<file path="src/rtl/cmt_arbiter.sv">
// cmt_arbiter: per-source completion FIFOs feeding up to NUM_PORT ROB commit ports.
// Define CMT_ARB_RR_EN for a round-robin scan; otherwise source 0 has fixed top priority.
`ifndef COMMIT_WIDTH
`define COMMIT_WIDTH 2
`endif

package cmt_arbiter_pkg;
  typedef struct packed {
    logic       valid;
    logic [5:0] rob_idx;
    logic       exception;
  } RobCmtReqSt;

  typedef struct packed {
    logic ready;
  } RobCmtRspSt;
endpackage

module cmt_arbiter
  import cmt_arbiter_pkg::*;
#(
  parameter int NUM_SRC   = 4,
  parameter int NUM_PORT  = `COMMIT_WIDTH,
  parameter int BUF_DEPTH = 2
) (
  input  logic                      clk,
  input  logic                      rst,
  input  logic                      flush_i,
  input  RobCmtReqSt [NUM_SRC-1:0]  src_req_i,
  output logic [NUM_SRC-1:0]        src_ready_o,
  output RobCmtReqSt [NUM_PORT-1:0] cmt_req_o,
  input  RobCmtRspSt [NUM_PORT-1:0] cmt_rsp_i,
  output logic                      busy_o
);

  localparam int CNT_W = $clog2(BUF_DEPTH) + 1;
  localparam int PTR_W = (BUF_DEPTH > 1) ? $clog2(BUF_DEPTH) : 1;
  localparam int SRC_W = (NUM_SRC > 1) ? $clog2(NUM_SRC) : 1;

  logic [CNT_W-1:0] count_q  [NUM_SRC];
  logic [CNT_W-1:0] count_d  [NUM_SRC];
  logic [PTR_W-1:0] wr_ptr_q [NUM_SRC];
  logic [PTR_W-1:0] wr_ptr_d [NUM_SRC];
  logic [PTR_W-1:0] rd_ptr_q [NUM_SRC];
  logic [PTR_W-1:0] rd_ptr_d [NUM_SRC];
  RobCmtReqSt       fifo_q   [NUM_SRC][BUF_DEPTH];
  RobCmtReqSt       fifo_d   [NUM_SRC][BUF_DEPTH];

  logic [NUM_SRC-1:0]  push;
  logic [NUM_SRC-1:0]  pop;
  logic [NUM_PORT-1:0] port_vld;
  logic [NUM_PORT-1:0] port_pop;
  logic [SRC_W-1:0]    port_src [NUM_PORT];
  logic [SRC_W-1:0]    scan_start;
  logic                out_en;

  function automatic logic [SRC_W-1:0] wrap_src(input logic [SRC_W-1:0] base, input int off);
    int sum;
    sum = int'(base) + off;
    if (sum >= NUM_SRC) sum = sum - NUM_SRC;
    return SRC_W'(sum);
  endfunction

  function automatic logic [PTR_W-1:0] ptr_inc(input logic [PTR_W-1:0] ptr);
    return (ptr == PTR_W'(BUF_DEPTH - 1)) ? '0 : ptr + 1'b1;
  endfunction

  assign out_en = !rst && !flush_i;

`ifdef CMT_ARB_RR_EN
  logic [SRC_W-1:0] rr_ptr_q;
  logic [SRC_W-1:0] rr_ptr_d;

  assign scan_start = rr_ptr_q;

  // The source after the highest-numbered popping port gets first pick next cycle.
  always_comb begin
    rr_ptr_d = rr_ptr_q;
    for (int k = 0; k < NUM_PORT; k++) begin
      if (port_pop[k]) rr_ptr_d = wrap_src(port_src[k], 1);
    end
    if (flush_i) rr_ptr_d = '0;
  end

  always_ff @(posedge clk) begin
    if (rst) rr_ptr_q <= '0;
    else     rr_ptr_q <= rr_ptr_d;
  end
`else
  assign scan_start = '0;
`endif

  always_comb begin
    busy_o = 1'b0;
    for (int s = 0; s < NUM_SRC; s++) begin
      src_ready_o[s] = (count_q[s] < CNT_W'(BUF_DEPTH)) && out_en;
      push[s]        = src_req_i[s].valid && src_ready_o[s];
      if (count_q[s] != '0) busy_o = 1'b1;
    end
    if (rst) busy_o = 1'b0;
  end

  // Each port takes the first not-yet-taken non-empty source in scan order, so ports fill without gaps.
  always_comb begin
    logic [NUM_SRC-1:0] taken;
    logic [SRC_W-1:0]   idx;
    logic               found;
    taken = '0;
    idx   = '0;
    for (int k = 0; k < NUM_PORT; k++) begin
      found       = 1'b0;
      port_src[k] = '0;
      for (int i = 0; i < NUM_SRC; i++) begin
        idx = wrap_src(scan_start, i);
        if (!found && !taken[idx] && (count_q[idx] != '0)) begin
          found       = 1'b1;
          port_src[k] = idx;
          taken[idx]  = 1'b1;
        end
      end
      port_vld[k] = found;
    end
  end

  always_comb begin
    cmt_req_o = '0;
    pop       = '0;
    port_pop  = '0;
    for (int k = 0; k < NUM_PORT; k++) begin
      if (port_vld[k] && out_en) begin
        cmt_req_o[k] = fifo_q[port_src[k]][rd_ptr_q[port_src[k]]];
        if (cmt_rsp_i[k].ready) begin
          port_pop[k]      = 1'b1;
          pop[port_src[k]] = 1'b1;
        end
      end
    end
  end

  always_comb begin
    fifo_d = fifo_q;
    for (int s = 0; s < NUM_SRC; s++) begin
      count_d[s]  = count_q[s] + CNT_W'(push[s]) - CNT_W'(pop[s]);
      wr_ptr_d[s] = push[s] ? ptr_inc(wr_ptr_q[s]) : wr_ptr_q[s];
      rd_ptr_d[s] = pop[s]  ? ptr_inc(rd_ptr_q[s]) : rd_ptr_q[s];
      if (push[s]) fifo_d[s][wr_ptr_q[s]] = src_req_i[s];
      if (flush_i) begin
        count_d[s]  = '0;
        wr_ptr_d[s] = '0;
        rd_ptr_d[s] = '0;
      end
    end
  end

  // FIFO storage is never reset; only occupancy and pointers are.
  always_ff @(posedge clk) begin
    if (rst) begin
      for (int s = 0; s < NUM_SRC; s++) begin
        count_q[s]  <= '0;
        wr_ptr_q[s] <= '0;
        rd_ptr_q[s] <= '0;
      end
    end else begin
      count_q  <= count_d;
      wr_ptr_q <= wr_ptr_d;
      rd_ptr_q <= rd_ptr_d;
    end
    fifo_q <= fifo_d;
  end

endmodule

</file>
<file path="config.mk">
export PLATFORM = sky130hd
export DESIGN_NAME = cmt_arbiter
export DESIGN_NICKNAME = d
export VERILOG_FILES = /design/src/rtl/cmt_arbiter.sv
export SDC_FILE = /design/constraint.sdc
export NUM_CORES = 1
export LEC_CHECK = 0
export CAP_MARGIN = 15
export CORE_MARGIN = 4
export CORE_UTILIZATION = 38
export DETAILED_ROUTE_END_ITERATION = 16
export HOLD_SLACK_MARGIN = 0.15
export PLACE_DENSITY = 0.68
export SLEW_MARGIN = 25
export SYNTH_ARGS = -nofsm -noshare
export SYNTH_HDL_FRONTEND = slang
export SYNTH_SLANG_ARGS = --single-unit
export TNS_END_PERCENT = 100
</file>
<file path="constraint.sdc">
create_clock -name clk -period 3.22 [get_ports clk]
set_clock_uncertainty 0.05 [all_clocks]
set_input_delay 0.805 -clock clk [delete_from_list [all_inputs] [get_ports clk]]
set_output_delay 0.805 -clock clk [all_outputs]
set_load 0.005 [all_outputs]
</file>
-- Word level (Yosys, flattened, before mapping)
Cells that the tools add are included.
- logic and storage cells: 201
- output and inout bits: 21
- flip-flop bits (word level): 80
- input bits: 37
- add/sub/neg operators: 16
- reduce and logical (&&, ||, !) cells: 50
- $lt $le $gt $ge: 20
- bitwise operators: 9
- mux-type cells: 70
- operators with widths (kind ; number):
    8-bit 2-to-1 mux ; 12
    16-bit binary-select mux with 2-bit select ; 2
    16-bit bitwise mux ; 4
    16-bit 2-to-1 mux ; 4
    8-bit demux with 1-bit select ; 4
    1-bit logical AND ; 30
    1-bit 2-to-1 mux ; 29
    4-bit 2-to-1 mux ; 5
    2-bit >= comparator (second input constant) ; 6
    1-bit logical NOT ; 12
    1-bit NOT with 2-bit output ; 6
    2-bit 2-to-1 mux ; 5
    1-bit adder (second input constant) ; 8
    2-bit by 1-bit adder with 2-bit output ; 4
    2-bit by 1-bit less-than comparator with 1-bit output (second input constant) ; 4
    2-bit less-than comparator (second input constant) ; 4
    2-bit nonzero test ; 4
    2-bit by 1-bit subtractor with 2-bit output ; 4
    3-bit >= comparator (second input constant) ; 2
    2-bit by 3-bit less-than comparator with 1-bit output (second input constant) ; 2
    2-bit NOT with 3-bit output ; 2
    1-bit binary-select mux with 2-bit select ; 2
    1-bit demux with 2-bit select ; 2
    2-bit by 1-bit >= comparator with 1-bit output (second input constant) ; 2
    other kinds (4) ; 6

-- Logic depth before layout (Yosys ltp)
- depth in word-level cells: 38
- mapped depth: 11
- gate-level depth less buffers: 10

-- Worst setup path after synthesis
OpenSTA, ideal clock, no wires.
- path type: flip-flop to output port
- start point: register count_q[7] (netlist name)
- end point: output cmt_req_o[10] (netlist name)
- path slack: 223 ps
- path buffers: 1
- required time: 2365 ps
- stages on the path, launching flop included: 8
- arrival time: 2142 ps
- path through: dfxtp_1 buf_6 nor4_2 xnor2_1 nand3b_2 o221a_4 or4_1 a21oi_1
- RTL lines (element ; line ; source):
    from (decl) ; 40 ; logic [CNT_W-1:0] count_q [NUM_SRC];
    from (signal assigned) ; 164 ; count_q <= count_d;
    to (decl) ; 31 ; output RobCmtReqSt [NUM_PORT-1:0] cmt_req_o,

==> flow_metrics.tcl <==
set metrics [dict create \
    worstPathRequired_ns 2.36 \
    min_period_over_period 1.06 \
    ys_seq_area_frac 0.590 \
    drtAntennaViolNets 0 \
    worstSetupPathType "reg -> out" \
    die_area_sq_um 11700 \
    yosys.area.top_type "edfxtp_1" \
    diodes 0 \
    cts_buffers 9 \
    yosysWarnings 0 \
    synth_cells 315 \
    slew_violations 0 \
    coreArea_sq_um 9770 \
    grt_remaining_overflow 0 \
    critPathMaxFanout 8 \
    max_slew_margin 0.559 \
    clkSinkCount 80 \
    vias 2986 \
    fin_setup_tns_ns -2.05 \
    leakage_nw 1.99 \
    grt_use_total 0.185 \
    violations "setup timing" \
    clockBufferDepth 2 \
    routed_wl_microns 10500 \
    post-route-min-period_ns 3.43 \
    gp_congestion 0.855 \
    grt_first_pass_wirelength_microns 16400 \
    irDropWorstVdd_v 0.000216 \
    synth_top_flop_cell "edfxtp_1" \
    clk_latency_ns 0.34 \
    crit_arrival_ns 2.57 \
    maxCapViolCount 0 \
    rsz0062_at_grt "true" \
    drc 0 \
    synth.top_cell.area_share 0.505 \
    critPathCaptureType "primary output" \
    synth_edf_count 64 \
    htreeDepth 3 \
    cts_root_buf "clkbuf_8" \
    grt_max_degree 18 \
    io_buffers 57 \
    antenna_found_initial 0 \
    start_util 0.389 \
    async_flop_share 0 \
    rows 36 \
    io-pin-count 58 \
    cts_tree "built" \
    status "complete, but fails checks" \
    synth.cell_area_sq_um 3800 \
    ys_seq_elements 80 \
    hpwlAfterDp_microns 8040 \
    synth_nets 360 \
    dr.pass1.iters 5 \
    hold_slack_ns 0.481 \
    area.growth.synth_to_final_pct 36.3 \
    die_x_microns 108 \
    startpoint_type "register" \
    fmax_ghz 0.292 \
    avgSynthCellArea_sq_um 12.1 \
    timing_hold_violations_final 0 \
    final.setup.worst_slack_ns -0.206 \
    tightest_slew_ns 0.655 \
    yosys-top-cells-area "edfxtp_1 (51%), dfxtp_1 (8.4%), o22ai_1 (5.4%)" \
    die_h_microns 108 \
    powerDensity_nw_per_um2 418 \
    hp-class "reg -> reg" \
    synth.distinct_cells 42 \
    nets 466 \
    clk_pin_slew_ns 0.08 \
    initialDrtViolationCount 155 \
    routedWlPerCell_microns 18.7 \
    ctsHoldBuffers 0 \
    via_per_inst 5.34 \
    drive_above_1_share 0.293 \
    first_global_vias 3153 \
    finalSetupViolCount 16 \
]
## per-stage QoR
| stage | power (mW) | util | instances | setup WS, ns | instance area [sq um] |
|---|---|---|---|---|---|
| after floorplan | 1.24 | - | 315 | 0.223 | 3800 |
| after global placement | 1.36 | 0.496 | 538 | -0.287 | 4850 |
| after detailed placement | 1.36 | 0.496 | 538 | -0.338 | 4850 |
| after CTS | 2.18 | 0.529 | 557 | -0.229 | 5170 |
| after global routing | 2.25 | 0.530 | 559 | -0.278 | 5180 |
| final | 2.16 | 0.530 | 559 | -0.206 | 5180 |
## cells in the final DEF (no fill, tap or decap), types with 2 or more instances in the layout
cell,instances
dfxtp_1,12
clkdlybuf4s50_1,41
xor2_1,9
nor3_1,3
a21oi_2,16
a22oi_1,2
xnor2_1,8
buf_12,3
a21oi_1,3
nand2_1,10
buf_6,3
buf_4,43
or4_4,7
buf_2,16
clkinv_4,2
edfxtp_1,64
bufinv_16,2
ha_1,8
nor2_1,47
and2_1,4
o22ai_1,32
nor2_2,4
and3_1,4
inv_1,4
clkbuf_8,9
or3_1,10
mux2i_1,17
dfxtp_2,3
a211o_1,16
## sequential cells by signal, indices dropped and copies added (netlist names)
| name | cells |
|---|---|
| count_q | 8 |
| fifo_q | 64 |
| rd_ptr_q | 4 |
| wr_ptr_q | 4 |
## per-layer routing
layer | vias up | GRT usage | share of wire
met1 | 1435 | 0.226 | 0.42
met3 | 17 | 0.0394 | 0.047
met2 | 106 | 0.324 | 0.51
met5 | - | 0 | 0
li1 | 1428 | - | -
met4 | 0 | 0.0649 | 0.023
## Yosys cell counts (2+ instances only)
cell type / count
ha_1: 8
inv_1: 4
or4_1: 7
nand2_1: 10
xor2_1: 9
a21oi_1: 19
xnor2_1: 8
a22oi_1: 2
and2_1: 4
dfxtp_1: 16
o22ai_1: 33
edfxtp_1: 64
or3_1: 10
buf_2: 2
mux2i_1: 17
nor3_1: 3
and3_1: 4
nor2_1: 50
a211o_1: 16
clkbuf_1: 7
## cell type report
cell class / instances / area [sq um]
Fill cell: 871 / 4590
Sequential cell: 80 / 2250
Multi-Input combinational cell: 220 / 1620
Timing Repair Buffer: 106 / 907
Tap cell: 133 / 166
Clock buffer: 9 / 124
Clock inverter: 7 / 95.1
Inverter: 4 / 15.0
## critical path, stage by stage, from the launching register on
cell,delay (ns)
dfxtp_4,0.37
or4_4,0.59
nor2_8,0.12
a21oi_4,0.04
o221a_4,0.31
or4_4,0.49
a21oi_2,0.16
buf_2,0.14
## worst paths after layout
check	start	to	slack (ns)	cells after the start
worst min-delay path	rd_ptr_q[2]	rd_ptr_q[2]	0.48	2
worst max-delay path	count_q[5]	cmt_req_o[12]	-0.21	7
worst min register to register	rd_ptr_q[2]	rd_ptr_q[2]	0.48	2
worst max register to register	count_q[5]	count_q[1]	0.68	12
## timing repair
item                       4_1_cts  5_1_grt
hold endpoints to repair         0        0
resized for setup               89       16
setup buffers                    3        2
pin swaps                       22       24
setup endpoints to repair       16       19
## power breakdown
group | total (mW) | switching (mW) | internal [mW]
logic | 0.207 | 0.0924 | 0.114
clock network | 0.814 | 0.376 | 0.438
registers | 1.14 | 0.0120 | 1.13
## cells by family after synthesis
family	share of synthesized area
flops	0.590
fa+ha+maj	0.0290
simple gates	0.132
xor+xnor	0.0392
compound gates	0.147
mux	0.0448
buf+inv	0.0184
(Power assumes the default switching activity.)
